`src/rtl/gate_tt_sequencer_pkg.sv`:
```
// Shared types and configuration limits for the gate truth-table sequencer.
package gate_seq_pkg;

  localparam logic [1:0] ST_IDLE   = 2'd0;
  localparam logic [1:0] ST_APPLY  = 2'd1;
  localparam logic [1:0] ST_SAMPLE = 2'd2;
  localparam logic [1:0] ST_DONE   = 2'd3;

  typedef enum logic [1:0] {
    IDLE   = ST_IDLE,
    APPLY  = ST_APPLY,
    SAMPLE = ST_SAMPLE,
    DONE   = ST_DONE
  } state_t;

  localparam int N_IN_MIN       = 32'sd1;
  localparam int N_IN_MAX       = 32'sd4;
  localparam int SETTLE_MIN     = 32'sd1;

  function automatic logic cfg_legal(input int n_in, input int settle);
    return (n_in >= N_IN_MIN) && (n_in <= N_IN_MAX) && (settle >= SETTLE_MIN);
  endfunction

endpackage

```
`src/rtl/gate_tt_sequencer_if.sv`:
```
// Host/gate-side signal bundle for the sequencer; master is the sequencer itself.
interface gate_tt_sequencer_if #(
  parameter int N_IN = 2
);
  localparam int V = 2 ** N_IN;

  logic            start;
  logic [V-1:0]    expected;
  logic [N_IN-1:0] dut_in;
  logic            dut_out;
  logic            busy;
  logic            done;
  logic            pass;
  logic [V-1:0]    fail_mask;

  modport master (
    input  start, expected, dut_out,
    output dut_in, busy, done, pass, fail_mask
  );

  modport slave (
    output start, expected, dut_out,
    input  dut_in, busy, done, pass, fail_mask
  );

endinterface

```
`src/rtl/gate_tt_sequencer_settle_cnt.sv`:
```
// Settle-time counter: cleared by load, counts while enabled, flags SETTLE_CYCLES-1.
module gate_seq_settle_cnt #(
  parameter int SETTLE_CYCLES = 2
) (
  input  logic clk,
  input  logic rst,
  input  logic load_i,
  input  logic en_i,
  output logic tc_o
);
  localparam int CW = $clog2(SETTLE_CYCLES) + 1;

  logic [CW-1:0] cnt_q, cnt_d;

  always_comb begin
    cnt_d = cnt_q;
    if (load_i) begin
      cnt_d = {CW{1'b0}};
    end else if (en_i) begin
      cnt_d = cnt_q + CW'(1'b1);
    end else begin
      cnt_d = cnt_q;
    end
  end

  always_ff @(posedge clk or posedge rst) begin
    if (rst) begin
      cnt_q <= {CW{1'b0}};
    end else begin
      cnt_q <= cnt_d;
    end
  end

  assign tc_o = (cnt_q == CW'(SETTLE_CYCLES - 1));

endmodule

```
`src/rtl/gate_tt_sequencer.sv`:
```
// Steps a combinational gate through every input vector and checks it against a
// supplied truth table. Define GATE_SEQ_FULL_SCAN_EN to scan all vectors instead
// of stopping at the first mismatch.
module gate_tt_sequencer
  import gate_seq_pkg::*;
#(
  parameter int N_IN          = 2,
  parameter int SETTLE_CYCLES = 2
) (
  input  logic                clk,
  input  logic                rst,
  gate_tt_sequencer_if.master bus
);
  localparam int   V      = 2 ** N_IN;
  // An out-of-range configuration leaves the sequencer inert rather than half-working.
  localparam logic CFG_OK = cfg_legal(N_IN, SETTLE_CYCLES);

  state_t          state_q, state_d;
  logic [N_IN-1:0] vec_q, vec_d;
  logic [V-1:0]    exp_q, exp_d;
  logic [V-1:0]    mask_q, mask_d;
  logic            pass_q, pass_d;
  logic            done_q, done_d;
  logic            busy_q, busy_d;
  logic [N_IN-1:0] dut_in_q, dut_in_d;
  logic            tc_s, mismatch_s, abort_s, last_s;

  gate_seq_settle_cnt #(
    .SETTLE_CYCLES(SETTLE_CYCLES)
  ) u_settle (
    .clk    (clk),
    .rst    (rst),
    .load_i (state_q != APPLY),
    .en_i   (state_q == APPLY),
    .tc_o   (tc_s)
  );

  assign mismatch_s = (state_q == SAMPLE) && (bus.dut_out != exp_q[vec_q]);
  assign last_s     = &vec_q;
`ifdef GATE_SEQ_FULL_SCAN_EN
  assign abort_s    = 1'b0;
`else
  assign abort_s    = mismatch_s;
`endif

  always_comb begin
    state_d = state_q;
    vec_d   = vec_q;
    exp_d   = exp_q;
    mask_d  = mask_q;
    pass_d  = pass_q;
    case (state_q)
      IDLE: begin
        if (bus.start && CFG_OK) begin
          state_d = APPLY;
          exp_d   = bus.expected;
          vec_d   = {N_IN{1'b0}};
          mask_d  = {V{1'b0}};
          pass_d  = 1'b0;
        end else begin
          state_d = IDLE;
        end
      end
      APPLY: begin
        if (tc_s) begin
          state_d = SAMPLE;
        end else begin
          state_d = APPLY;
        end
      end
      SAMPLE: begin
        if (mismatch_s) begin
          mask_d[vec_q] = 1'b1;
        end else begin
          mask_d = mask_q;
        end
        if (last_s || abort_s) begin
          state_d = DONE;
          pass_d  = (mask_d == {V{1'b0}});
        end else begin
          state_d = APPLY;
          vec_d   = vec_q + N_IN'(1'b1);
        end
      end
      DONE: begin
        state_d = IDLE;
      end
      default: begin
        state_d = IDLE;
      end
    endcase
  end

  // Outputs are registered from next-state so they line up with the state they describe.
  always_comb begin
    busy_d   = (state_d == APPLY) || (state_d == SAMPLE);
    done_d   = (state_d == DONE);
    if (busy_d) begin
      dut_in_d = vec_d;
    end else begin
      dut_in_d = {N_IN{1'b0}};
    end
  end

  always_ff @(posedge clk or posedge rst) begin
    if (rst) begin
      state_q  <= IDLE;
      vec_q    <= {N_IN{1'b0}};
      exp_q    <= {V{1'b0}};
      mask_q   <= {V{1'b0}};
      pass_q   <= 1'b0;
      done_q   <= 1'b0;
      busy_q   <= 1'b0;
      dut_in_q <= {N_IN{1'b0}};
    end else begin
      state_q  <= state_d;
      vec_q    <= vec_d;
      exp_q    <= exp_d;
      mask_q   <= mask_d;
      pass_q   <= pass_d;
      done_q   <= done_d;
      busy_q   <= busy_d;
      dut_in_q <= dut_in_d;
    end
  end

  assign bus.dut_in    = dut_in_q;
  assign bus.busy      = busy_q;
  assign bus.done      = done_q;
  assign bus.pass      = pass_q;
  assign bus.fail_mask = mask_q;

endmodule

```
`src/flat_wrapper.sv`:
```
// flat-port wrapper written by rule: the top's interface ports become plain ports
module gate_tt_sequencer_flat import gate_seq_pkg::*;
#(
  parameter int N_IN          = 2,
  parameter int SETTLE_CYCLES = 2
)
  (clk, rst, bus_start, bus_expected, bus_dut_out, bus_dut_in, bus_busy, bus_done, bus_pass, bus_fail_mask);
  gate_tt_sequencer_if #(.N_IN(N_IN)) bus_i ();
  input  logic clk;
  input  logic rst;
  input wire logic [$bits(bus_i.start)-1:0] bus_start;
  input wire logic [$bits(bus_i.expected)-1:0] bus_expected;
  input wire logic [$bits(bus_i.dut_out)-1:0] bus_dut_out;
  output wire logic [$bits(bus_i.dut_in)-1:0] bus_dut_in;
  output wire logic [$bits(bus_i.busy)-1:0] bus_busy;
  output wire logic [$bits(bus_i.done)-1:0] bus_done;
  output wire logic [$bits(bus_i.pass)-1:0] bus_pass;
  output wire logic [$bits(bus_i.fail_mask)-1:0] bus_fail_mask;
  assign bus_i.start = bus_start;
  assign bus_i.expected = bus_expected;
  assign bus_i.dut_out = bus_dut_out;
  assign bus_dut_in = bus_i.dut_in;
  assign bus_busy = bus_i.busy;
  assign bus_done = bus_i.done;
  assign bus_pass = bus_i.pass;
  assign bus_fail_mask = bus_i.fail_mask;
  gate_tt_sequencer #(.N_IN(N_IN), .SETTLE_CYCLES(SETTLE_CYCLES)) u_core (.clk(clk), .rst(rst), .bus(bus_i));
endmodule
```
`config.mk`:
```
export PLATFORM = sky130hd
export DESIGN_NAME = gate_tt_sequencer_flat
export DESIGN_NICKNAME = d
export VERILOG_FILES = /design/src/rtl/gate_tt_sequencer_pkg.sv /design/src/rtl/gate_tt_sequencer_if.sv /design/src/rtl/gate_tt_sequencer_settle_cnt.sv /design/src/rtl/gate_tt_sequencer.sv /design/src/flat_wrapper.sv
export SDC_FILE = /design/constraint.sdc
export NUM_CORES = 1
export LEC_CHECK = 0
export CORE_MARGIN = 4
export CORE_UTILIZATION = 53
export CTS_CLUSTER_DIAMETER = 120
export CTS_CLUSTER_SIZE = 20
export DETAILED_ROUTE_END_ITERATION = 12
export GPL_ROUTABILITY_DRIVEN = 0
export PLACE_DENSITY = 0.9
export SYNTH_ARGS = -nofsm -noshare
export SYNTH_HDL_FRONTEND = slang
export SYNTH_SLANG_ARGS = --single-unit
```
`constraint.sdc`:
```
create_clock -name clk -period 6.16 [get_ports clk]
set_input_delay 1.232 -clock clk [delete_from_list [all_inputs] [get_ports clk]]
set_output_delay 1.232 -clock clk [all_outputs]
set_load 0.005 [all_outputs]
```
; After elaboration in Yosys (flattened, before gate mapping)
; Cells that the tools add are included.
; W data, S select, Z words.
[totals]
regBits = 19
inputBits = 8
out_inout_bits = 9
wordCells = 58
[classes]
addsub = 2
n_lt_le_gt_ge = 2
eq_ne = 11
muxes = 21
bitwise = 1
reduce_logical = 12
[ops]
columns = op, count
row1 = $mux W2, 7
row2 = $mux W4, 3
row3 = $eq A2 B2 Y1 const B, 4
row4 = $pmux W2 S4, 1
row5 = $pmux W4 S2, 1
row6 = $eq A2 B1 Y1 const B, 3
row7 = $reduce_and A2 Y1, 3
row8 = $mux W1, 5
row9 = $add A2 B1 Y2 const B, 2
row10 = $logic_not A4 Y1, 1
row11 = $ne A2 B2 Y1 const B, 2
row12 = $or A4 B4 Y4, 1
row13 = $pmux W2 S2, 1
row14 = $reduce_bool A2 Y1, 2
row15 = $lt A2 B3 Y1 const B, 1
row16 = $reduce_and A3 Y1, 1
row17 = $bmux W1 S2, 1
row18 = $demux W1 S2, 1
row19 = $ge A2 B1 Y1 const B, 1
row20 = $logic_and A1 B1 Y1, 2
row21 = $logic_not A2 Y1, 1
row22 = $logic_or A1 B1 Y1, 2
row23 = $ne A2 B1 Y1 const B, 1
row24 = $pmux W1 S2, 1
row25 = $ne A1 B1 Y1, 1

; Depth between registers and ports, before layout
; Gate-level depths: netlist of the first run.
[depth]
ltp_word = 10
depth_mapped = 7
depth_no_buf = 7

; Hierarchy
; A second synthesis of the first run with hierarchy kept.
[hier_totals]
cells_unflattened = 74
hier_area_um2 = 889.6
[modules_own_cells]
columns = mod, instances, cells_each, area_per_inst_um2, seq_area_each_um2
row1 = gate_tt_sequencer, 1, 65, 795.8, 425.4
row2 = gate_seq_settle_cnt, 1, 9, 93.8, 50.0

; Least setup slack after synthesis of the first run
; No wires, ideal clock.
[synth_path]
kind = input port to flip-flop
startpoint = input bus_start
endpoint = register u_core.exp_q[0]
setup_time_ps = 125
arrival_ps = 2226
path_slack_ps = 3809
path_stages = 4
cell_sequence = or3b_2 > clkbuf_1 > buf_2 > mux2_2
[synth_between]
elab_chain_len = 1
[synth_lines]
columns = element, line_no
row1 = from (decl), flat_wrapper.sv:11  ; input wire logic [$bits(bus_i.start)-1:0] bus_start;
row2 = $reduce_and A2 Y1 (no source line), --
row3 = to (signal assigned), gate_tt_sequencer.sv:109  ; exp_q <= {V{1'b0}};
row4 = to (signal assigned), gate_tt_sequencer.sv:118  ; exp_q <= exp_d;
row5 = to (decl), gate_tt_sequencer.sv:20  ; logic [V-1:0] exp_q, exp_d;
; Every way passes these cells.
; A chain may end at the register's enable or synchronous reset.

; Worst setup path in the final report of the first run
[layout_path]
startpoint = input bus_dut_out
endpoint = register u_core.dut_in_q[0], in the netlist u_core.bus.dut_in[0]
[layout_between]
elab_chain_len = 8
[layout_lines]
columns = element, line_no
row1 = from (decl), flat_wrapper.sv:13  ; input wire logic [$bits(bus_i.dut_out)-1:0] bus_dut_out;
row2 = $ne A1 B1 Y1 *, gate_tt_sequencer.sv:38  ; assign mismatch_s = (state_q == SAMPLE) && (bus.dut_out != exp_q[vec_q]);
row3 = $logic_and A1 B1 Y1 *, gate_tt_sequencer.sv:38
row4 = $logic_or A1 B1 Y1 *, gate_tt_sequencer.sv:77  ; if (last_s || abort_s) begin
row5 = $mux W2 *, gate_tt_sequencer.sv:77
row6 = $pmux W2 S4 *, gate_tt_sequencer.sv:52  ; case (state_q)
row7 = via u_core.state_d[1], gate_tt_sequencer.sv:18  ; state_t state_q, state_d;
row8 = $eq A2 B1 Y1 or $eq A2 B2 Y1 (tied branches), gate_tt_sequencer.sv:96  ; busy_d = (state_d == APPLY) || (state_d == SAMPLE);
row9 = $logic_or A1 B1 Y1 *, gate_tt_sequencer.sv:96
row10 = via u_core.busy_d, gate_tt_sequencer.sv:24  ; logic busy_q, busy_d;
row11 = $mux W2 *, gate_tt_sequencer.sv:98  ; if (busy_d) begin
row12 = via u_core.dut_in_d[0], gate_tt_sequencer.sv:25  ; logic [N_IN-1:0] dut_in_q, dut_in_d;
row13 = to (signal assigned), gate_tt_sequencer.sv:114  ; dut_in_q <= {N_IN{1'b0}};
row14 = to (signal assigned), gate_tt_sequencer.sv:123  ; dut_in_q <= dut_in_d;
row15 = to (decl), gate_tt_sequencer.sv:25
; The timed path passes the listed nets; every way through them passes the cells marked *.

==> results of run 1 <==
==> metrics by stage <==
step / power (W) / cell area, um^2
global placement: 0.000404 / 1060
finish: 0.000474 / 1090
detailed placement: 0.000417 / 1060
floorplan: 0.000348 / 891
CTS: 0.000479 / 1090
global route: 0.000514 / 1090
==> Yosys cell counts <==
cell	count
or3b_2	1
xnor2_4	1
o21ai_0	1
nand2_2	1
mux4_2	1
and2_1	1
nor2_1	6
a21o_1	1
o22ai_1	1
nand3_1	2
inv_1	7
nand2_1	4
clkbuf_1	1
mux2_2	4
ha_1	6
a22o_1	4
mux2i_1	5
buf_2	1
nand2b_1	2
dfrtp_1	19
or4_1	2
a32o_1	1
==> power by group through the flow <==
| stage | logic [W] | clock network (W) | registers, W |
|---|---|---|---|
| after floorplan | 0.000152 | 0 | 0.000196 |
| after global placement | 0.000205 | 0 | 0.000199 |
| after detailed placement | 0.000214 | 0 | 0.000203 |
| after CTS | 0.000215 | 0.0000644 | 0.000200 |
| after global routing | 0.000236 | 0.0000703 | 0.000207 |
| final | 0.000212 | 0.0000631 | 0.000199 |
==> worst max-delay path by stage <==
stage | end | slack (ns) | cells after the start
after global routing | u_core.bus.dut_in[1]$_DFF_PP0_ | 3.41 | 7
final | u_core.bus.dut_in[0]$_DFF_PP0_ | 3.53 | 7
after global placement | u_core.bus.dut_in[0]$_DFF_PP0_ | 3.27 | 7
after detailed placement | u_core.bus.dut_in[0]$_DFF_PP0_ | 3.21 | 7
after CTS | u_core.bus.dut_in[0]$_DFF_PP0_ | 3.53 | 7
after floorplan | u_core.exp_q[0]$_DFFE_PP0P_ | 3.81 | 4
==> cell families (layout without fill, tap and decap cells) <==
| logic type | after synthesis | after routing | synth area share [%] |
|---|---|---|---|
| buffers and inverters | 9 | 27 | 3.93 |
| flip-flops | 19 | 19 | 53.4 |
| XOR/XNOR | 1 | 1 | 3.09 |
| multiplexers | 10 | 10 | 13.2 |
| adder cells (fa/ha/maj) | 6 | 6 | 8.43 |
| AO/OA/AOI/OAI | 8 | 8 | 7.16 |
| AND/OR/NAND/NOR | 19 | 19 | 10.8 |
==> layout by cell type, fill, tap and decap left out, drive strengths merged <==
master         Yosys  routed
nand3              2       2
dfrtp             19      19
o22ai              1       1
a22o               4       4
mux2               4       4
xnor2              1       1
and2               1       1
nor2               6       6
a21o               1       1
nand2              5       5
ha                 6       6
clkdlybuf4s50      0      16
inv                7       7
o21ai              1       1
mux4               1       1
nand2b             2       2
clkbuf             1       4
or3b               1       1
mux2i              5       5
a32o               1       1
or4                2       2
==> registers in the layout, summed over array words and instances (netlist names) <==
signal,flops
u_core.bus.fail_mask,4
u_core.exp_q,4
u_core.bus.dut_in,2
u_core.state_q,2
u_core.u_settle.cnt_q,2
u_core.vec_q,2
u_core.bus.busy,1
u_core.bus.done,1
u_core.bus.pass,1
==> worst reg2reg max path: cells and delay by family (launching register included) <==
family	cells	cell delay (ns)
xor+xnor	1	0.23
simple gates	1	0.10
mux	2	0.75
flops	1	0.49
compound gates	2	0.27
fa+ha+maj	1	0.37
==> layout make-up <==
cell class	count	area share, %
inverters	7	2.41
repair buffers	16	14.7
clock buffers	4	2.41
multi-input cells	44	34.9
flip-flops and latches	19	43.7
well taps	16	1.84
==> metal layers <==
layer,routed length [um],vias to the layer above,track usage [%]
met1,628,282,16.3
li1,-,282,-
met3,82,5,3.06
met5,0,-,0
met4,52,0,10.8
met2,706,19,24.1
==> impl_metrics.json, run 1 <==
{
  "ioPinCount": 17,
  "dp_worst_setup_slack_ns": 3.21,
  "clk_pin_slew_ns": 0.11,
  "antenna_found_initial": 0,
  "setup_viol": 0,
  "synth_area_leader_cell": "dfrtp_1",
  "finalCriticalPeriod_ns": 2.63,
  "synth_top_cell_area_share_pct": 53.4,
  "drc": 0,
  "rr_startpoint": "u_core.vec_q[0]$_DFF_PP0_",
  "clockPowerShare_pct": 13.3,
  "diodes": 0,
  "dr.pass1.iters": 4,
  "finClkSkew_ns": 0.00669,
  "cp_slowest_cell": "clkdlybuf4s50_1",
  "clk_path_buf_depth": 2,
  "htreeDepth": 1,
  "cts_sinks": 19,
  "worstPathArrival_ns": 2.86,
  "hold_depth": 1,
  "endpoint_kind": "flop",
  "numPortBuffers": 16,
  "multi_input_area_um2": 380,
  "vias": 588,
  "yosys_warnings": 0,
  "gr-total-overflow": 0,
  "cpLargestDelayFamily": "buffers and inverters",
  "worstSetupStartpoint": "bus_dut_out",
  "avgSynthCellArea_um2": 12.4,
  "die-area_um2": 2400,
  "required_ns": 6.39,
  "initial_core_util_pct": 57.8,
  "tightest_slew_ns": 0.693,
  "ys_seq_elements": 19,
  "maxCapViolations": 0,
  "crit_buf_inv": 1,
  "finalHoldViolations": 0,
  "ant_nets": 0,
  "final.setup.tns_ns": 0,
  "area_growth_pct": 22.2,
  "cts_resized": 0,
  "final_util_pct": 70.6,
  "r2r_end": "u_core.bus.dut_in[0]$_DFF_PP0_",
  "insertion_delay_ns": 0.30,
  "hold_class": "reg -> reg",
  "core-area_um2": 1540,
  "r2r_slack_ns": 3.89,
  "grt_pass1_vias": 614,
  "avgRoutedWirePerCell_um": 13.9,
  "crit_chain": "clkdlybuf4s50_1, xnor2_4, a21o_1, o21ai_0, ha_1, nand3_1, mux2i_1",
  "dp_hpwl_um": 1150,
  "drt_iter0_markers": 7,
  "post_cts_buffers": 0,
  "seq_area_um2": 475,
  "p_switching_w": 0.000165,
  "switching_share_pct": 34.7,
  "cts-root-buf": "clkbuf_4",
  "pwr-share-comb_pct": 44.7,
  "run_status": "completed",
  "cts_made_buffers": 3,
  "placedCellCount": 102,
  "max_freq_mhz": 380,
  "ys_seq_area_share_pct": 53.4,
  "die_w_um": 49,
  "r2r_cells": 7,
  "via_per_inst": 5.55,
  "drive_above_1_share_pct": 12.2,
  "grt_max_degree": 20,
  "wirelength_um": 1470,
  "cts_hold_buffers": 0,
  "holdPathEnd": "u_core.u_settle.cnt_q[0]$_DFF_PP0_",
  "p_int_w": 0.000310,
  "finalCritPeriodShare_pct": 42.7,
  "grt_setup_unrepaired": "no",
  "netlist_instances": 72,
  "fillers": 120,
  "slew_viol_final": 0,
  "synthesis.nets": 86,
  "grt_pass1_wl_um": 2700,
  "crit_fanout": 5,
  "synth_area_um2": 891,
  "p_leak_nw": 0.519,
  "worst_slack_ns": 3.53,
  "vdd_ir_drop_max_mv": 0.243,
  "hold_ws_ns": 0.448,
  "start_kind": "primary input",
  "cpPeakStageDelay_ns": 0.49,
  "seqPwrFrac_pct": 42.0,
  "path_class": "in -> reg",
  "max_slew_margin_pct": 53.8,
  "synth_area_leaders": "dfrtp_1 (53%), ha_1 (8.4%), mux2i_1 (5.6%)",
  "layoutNonFillerInstCount": 106,
  "cts_tree": "built",
  "p_per_area_nw_per_um2": 436,
  "nNetsFinal": 105,
  "synth_cell_type_count": 22,
  "row_count": 14,
  "min_from": "u_core.u_settle.cnt_q[0]$_DFF_PP0_",
  "die_h_um": 49,
  "globalRouteTotalUtil_pct": 14.6
}
Power figures use the tool's default switching activity.
==> run 2, diff against run 1 <==
--- a/config.mk
+++ b/config.mk
@@ -6,12 +6,12 @@
 export NUM_CORES = 1
 export LEC_CHECK = 0
 export CORE_MARGIN = 4
-export CORE_UTILIZATION = 53
+export CORE_UTILIZATION = 49
 export CTS_CLUSTER_DIAMETER = 120
 export CTS_CLUSTER_SIZE = 20
 export DETAILED_ROUTE_END_ITERATION = 12
 export GPL_ROUTABILITY_DRIVEN = 0
-export PLACE_DENSITY = 0.9
+export PLACE_DENSITY = 0.85
 export SYNTH_ARGS = -nofsm -noshare
 export SYNTH_HDL_FRONTEND = slang
 export SYNTH_SLANG_ARGS = --single-unit
==> constraint.sdc (replaced) <==
create_clock -name clk -period 2.6 [get_ports clk]
set_input_delay 0.52 -clock clk [delete_from_list [all_inputs] [get_ports clk]]
set_output_delay 0.52 -clock clk [all_outputs]
set_load 0.005 [all_outputs]
==> run 2 against run 1 <==
Against the previous run: cell area up 1.0%; worst setup slack got worse by 3.2 ns; clock power up 120%; global-route usage down 0.59 points; final cell count increased by 8.5%; die area is 6.8% higher; combinational power increased by 140%; register-to-register slack lost 3.5 ns; non-clock buffer count unchanged; sequential power increased by 140%; critical path depth is the same; critical path type is now reg -> reg; highest routed layer unchanged.
==> impl_metrics.json, run 2 (synthesis gave the netlist of run 1 again) <==
{
  "layout_commonest_cell": "dfrtp_1",
  "finalHoldViolations": 0,
  "cp_slowest_cell": "mux4_2",
  "placedCellCount": 111,
  "nNetsFinal": 105,
  "p_per_area_nw_per_um2": 1010,
  "clk_path_buf_depth": 2,
  "wirelength_um": 1430,
  "start_kind": "flop",
  "area_growth_pct": 23.5,
  "dp_hpwl_um": 1140,
  "row_count": 15,
  "worstPathArrival_ns": 2.47,
  "maxCapViolations": 0,
  "multi_input_area_um2": 380,
  "tightest_slew_ns": 0.687,
  "cpPeakStageDelay_ns": 0.60,
  "cts_sinks": 19,
  "hold_depth": 1,
  "cts-root-buf": "clkbuf_4",
  "globalRouteTotalUtil_pct": 14.0,
  "grt_max_degree": 20,
  "fillers": 155,
  "setup_viol": 0,
  "ioPinCount": 17,
  "layoutNonFillerInstCount": 115,
  "max_slew_margin_pct": 54.1,
  "min_from": "u_core.u_settle.cnt_q[0]$_DFF_PP0_",
  "grt_pass1_wl_um": 2620,
  "die_h_um": 50.6,
  "hold_class": "reg -> reg",
  "grt_pass1_vias": 579,
  "finalCriticalPeriod_ns": 2.26,
  "insertion_delay_ns": 0.28,
  "grt_setup_unrepaired": "no",
  "gr-total-overflow": 0,
  "slew_viol_final": 0,
  "die-area_um2": 2560,
  "vdd_ir_drop_max_mv": 0.542,
  "seq_area_um2": 475,
  "drt_iter0_markers": 1,
  "cpLargestDelayFamily": "multiplexers",
  "diodes": 0,
  "cts_hold_buffers": 0,
  "p_leak_nw": 0.519,
  "clk_pin_slew_ns": 0.10,
  "initial_core_util_pct": 51.6,
  "required_ns": 2.81,
  "r2r_end": "u_core.bus.dut_in[0]$_DFF_PP0_",
  "crit_chain": "mux4_2, xnor2_4, a21o_1, o21ai_0, ha_1, nand3_1, mux2i_1",
  "final.setup.tns_ns": 0,
  "crit_buf_inv": 0,
  "die_w_um": 50.6,
  "cts_resized": 0,
  "r2r_cells": 7,
  "vias": 571,
  "r2r_slack_ns": 0.34,
  "cts_made_buffers": 3,
  "avgRoutedWirePerCell_um": 12.4,
  "mostFrequentLayoutCells": "dfrtp_1 (19), clkdlybuf4s50_1 (16), inv_1 (7)",
  "rr_startpoint": "u_core.vec_q[0]$_DFF_PP0_",
  "htreeDepth": 1,
  "hold_ws_ns": 0.458,
  "ant_nets": 0,
  "total_power_w": 0.00111,
  "core-area_um2": 1730,
  "drive_above_1_share_pct": 12.2,
  "crit_fanout": 7,
  "finClkSkew_ns": 0.00136,
  "endpoint_kind": "flop",
  "path_class": "reg -> reg",
  "post_cts_buffers": 0,
  "antenna_found_initial": 0,
  "finalCritPeriodShare_pct": 86.9,
  "numPortBuffers": 16,
  "worstSetupStartpoint": "u_core.vec_q[0]$_DFF_PP0_",
  "via_per_inst": 4.97,
  "holdPathEnd": "u_core.u_settle.cnt_q[0]$_DFF_PP0_",
  "max_freq_mhz": 443,
  "cts_tree": "built",
  "drc": 0,
  "dr.pass1.iters": 2,
  "run_status": "completed"
}
-- run 2: cell counts in the layout (fill, tap and decap cells not counted) --
No cell type changed its count.
-- run 2: final cells by class --
| class | count | area share (%) |
|---|---|---|
| Clock buffer | 4 | 2.39 |
| Inverter | 7 | 2.39 |
| Tap cell | 25 | 2.84 |
| Multi-Input combinational cell | 44 | 34.6 |
| Sequential cell | 19 | 43.2 |
| Timing Repair Buffer | 16 | 14.6 |
-- run 2: routing by layer --
layer / wire length, um / share of wire (%) / GRT usage, % / up-vias
li1: - / - / - / 281
met4: 23 / 1.6 / 6.73 / 0
met2: 754 / 53 / 23.7 / 11
met3: 63 / 4.4 / 3.56 / 2
met1: 590 / 41 / 16.5 / 277
met5: 0 / 0 / 0 / -
-- run 2: worst register-to-register path: cells and delay by family, from the launching register on --
kind                     cells  cell delay [ns]
multiplexers                 2             0.74
adder cells (fa/ha/maj)      1             0.38
XOR/XNOR                     1             0.22
AO/OA/AOI/OAI                2             0.27
AND/OR/NAND/NOR              1             0.10
flip-flops                   1             0.48
-- run 2: report_power, final --
group | total [W] | internal [W] | switching [W]
clock network | 0.000139 | 0.0000595 | 0.0000794
logic | 0.000504 | 0.000272 | 0.000233
registers | 0.000470 | 0.000403 | 0.0000669
total | 0.00111 | 0.000734 | 0.000379
-- run 2: worst max-delay path by stage --
stage / end / slack [ns] / cells after the start
3_3_place_gp: u_core.bus.dut_in[0]$_DFF_PP0_ / 0.39 / 7
3_5_place_dp: u_core.bus.dut_in[0]$_DFF_PP0_ / 0.31 / 7
4_1_cts: u_core.bus.dut_in[0]$_DFF_PP0_ / 0.31 / 7
5_1_grt: u_core.bus.dut_in[1]$_DFF_PP0_ / 0.14 / 7
2_1_floorplan: u_core.bus.dut_in[0]$_DFF_PP0_ / 0.54 / 7
6_report: u_core.bus.dut_in[0]$_DFF_PP0_ / 0.34 / 7
-- run 2: stage by stage --
step                cell area (um^2)  util (%)  worst slack [ns]
global placement                1070      62.2             0.392
CTS                             1100      63.7             0.308
finish                          1100      63.7             0.341
floorplan                        891         -             0.542
global route                    1100      63.7             0.138
detailed placement              1070      62.2             0.310
==> run 3, diff against run 2 <==
--- a/config.mk
+++ b/config.mk
@@ -5,7 +5,7 @@
 export SDC_FILE = /design/constraint.sdc
 export NUM_CORES = 1
 export LEC_CHECK = 0
-export CORE_MARGIN = 4
+export CORE_MARGIN = 2
 export CORE_UTILIZATION = 49
 export CTS_CLUSTER_DIAMETER = 120
 export CTS_CLUSTER_SIZE = 20
==> run 3 against run 2 <==
Against the previous run: clock power about the same; worst setup slack worse by 0.020 ns; maximum frequency down 0.87%; largest power group unchanged; critical endpoint unchanged.
==> impl_metrics.json, run 3 (synthesis gave the netlist of run 1 again) <==
{
  "run_status": "completed",
  "setup_viol": 0,
  "numPortBuffers": 16,
  "endpoint_kind": "flop",
  "grt_pass1_wl_um": 2370,
  "grt_max_degree": 20,
  "die_h_um": 46.6,
  "cts_made_buffers": 3,
  "clk_path_buf_depth": 2,
  "tightest_slew_ns": 0.681,
  "worstPathArrival_ns": 2.49,
  "total_power_w": 0.00112,
  "globalRouteTotalUtil_pct": 16.3,
  "row_count": 15,
  "rr_startpoint": "u_core.vec_q[0]$_DFF_PP0_",
  "max_slew_margin_pct": 54.6,
  "ant_nets": 0,
  "vdd_ir_drop_max_mv": 0.535,
  "grt_pass1_vias": 601,
  "cts_resized": 0,
  "dr.pass1.iters": 3,
  "maxCapViolations": 0,
  "htreeDepth": 1,
  "cts_sinks": 19,
  "initial_core_util_pct": 51.6,
  "mostFrequentLayoutCells": "dfrtp_1 (19), clkdlybuf4s50_1 (16), inv_1 (7)",
  "r2r_slack_ns": 0.32,
  "post_cts_buffers": 0,
  "drt_iter0_markers": 8,
  "vias": 591,
  "die_w_um": 46.6,
  "finalHoldViolations": 0,
  "r2r_cells": 7,
  "finClkSkew_ns": 0.00182,
  "finalCritPeriodShare_pct": 87.6,
  "hold_class": "reg -> reg",
  "cts-root-buf": "clkbuf_4",
  "core-area_um2": 1730,
  "crit_fanout": 7,
  "fillers": 158,
  "ioPinCount": 17,
  "area_growth_pct": 23.5,
  "hold_depth": 1,
  "die-area_um2": 2180,
  "required_ns": 2.81,
  "layout_commonest_cell": "dfrtp_1",
  "gr-total-overflow": 0,
  "cts_tree": "built",
  "wirelength_um": 1500,
  "grt_setup_unrepaired": "no",
  "r2r_end": "u_core.bus.dut_in[0]$_DFF_PP0_",
  "cts_hold_buffers": 0,
  "finalCriticalPeriod_ns": 2.28,
  "p_leak_nw": 0.519,
  "via_per_inst": 5.14,
  "drive_above_1_share_pct": 12.2,
  "max_freq_mhz": 439,
  "start_kind": "flop",
  "drc": 0,
  "avgRoutedWirePerCell_um": 13.1,
  "holdPathEnd": "u_core.u_settle.cnt_q[0]$_DFF_PP0_",
  "p_per_area_nw_per_um2": 1020,
  "min_from": "u_core.u_settle.cnt_q[0]$_DFF_PP0_",
  "clk_pin_slew_ns": 0.10,
  "insertion_delay_ns": 0.28,
  "diodes": 0,
  "final.setup.tns_ns": 0,
  "slew_viol_final": 0,
  "antenna_found_initial": 0,
  "path_class": "reg -> reg",
  "nNetsFinal": 105
}
## run 3: metrics by stage
step	worst slack, ns	utilization, %	hold slack, ns	cell area (um^2)	instances
after floorplan	0.542	-	0.410	891	72
after global routing	0.130	63.7	0.483	1100	115
after CTS	0.289	63.7	0.450	1100	115
after global placement	0.391	62.2	0.419	1070	111
after detailed placement	0.306	62.2	0.436	1070	111
final	0.321	63.7	0.450	1100	115
## run 3: worst max path at each step
stage               slack [ns]                 startpoint                             end
finish                    0.32  u_core.vec_q[0]$_DFF_PP0_  u_core.bus.dut_in[0]$_DFF_PP0_
global route              0.13  u_core.vec_q[0]$_DFF_PP0_  u_core.bus.dut_in[0]$_DFF_PP0_
global placement          0.39                bus_dut_out  u_core.bus.dut_in[0]$_DFF_PP0_
detailed placement        0.31  u_core.vec_q[0]$_DFF_PP0_  u_core.bus.dut_in[0]$_DFF_PP0_
CTS                       0.29  u_core.vec_q[0]$_DFF_PP0_  u_core.bus.dut_in[0]$_DFF_PP0_
floorplan                 0.54  u_core.vec_q[0]$_DFF_PP0_  u_core.bus.dut_in[0]$_DFF_PP0_
## run 3: area by class of cell
cell class / count / area (um^2) / share of cell area, %
clock buffer: 4 / 26.3 / 2.39
inverter: 7 / 26.3 / 2.39
multi-input combinational: 44 / 380 / 34.6
sequential: 19 / 475 / 43.2
tap: 25 / 31.3 / 2.84
timing repair buffer: 16 / 160 / 14.6
## run 3: worst max-delay path: stages, from the launching register on
cell and delay (ns):
dfrtp_1 0.49, mux4_2 0.60, xnor2_4 0.22, a21o_1 0.16, o21ai_0 0.11, ha_1 0.37, nand3_1 0.10, mux2i_1 0.16
## run 3: power breakdown
part	internal [W]	switching [W]	leakage, nW
logic	0.000272	0.000233	0.257
clock network	0.0000595	0.0000821	0.0150
registers	0.000403	0.0000691	0.247
## run 3: layer usage
| metal | global-route usage, % | share of wire (%) | vias to the layer above | wire length [um] |
|---|---|---|---|---|
| met5 | 0 | 0 | - | 0 |
| met4 | 11.7 | 3.5 | 0 | 53 |
| met3 | 3.53 | 3.6 | 6 | 54 |
| met2 | 28.1 | 51 | 18 | 761 |
| met1 | 17.3 | 42 | 286 | 631 |
| li1 | - | - | 281 | - |
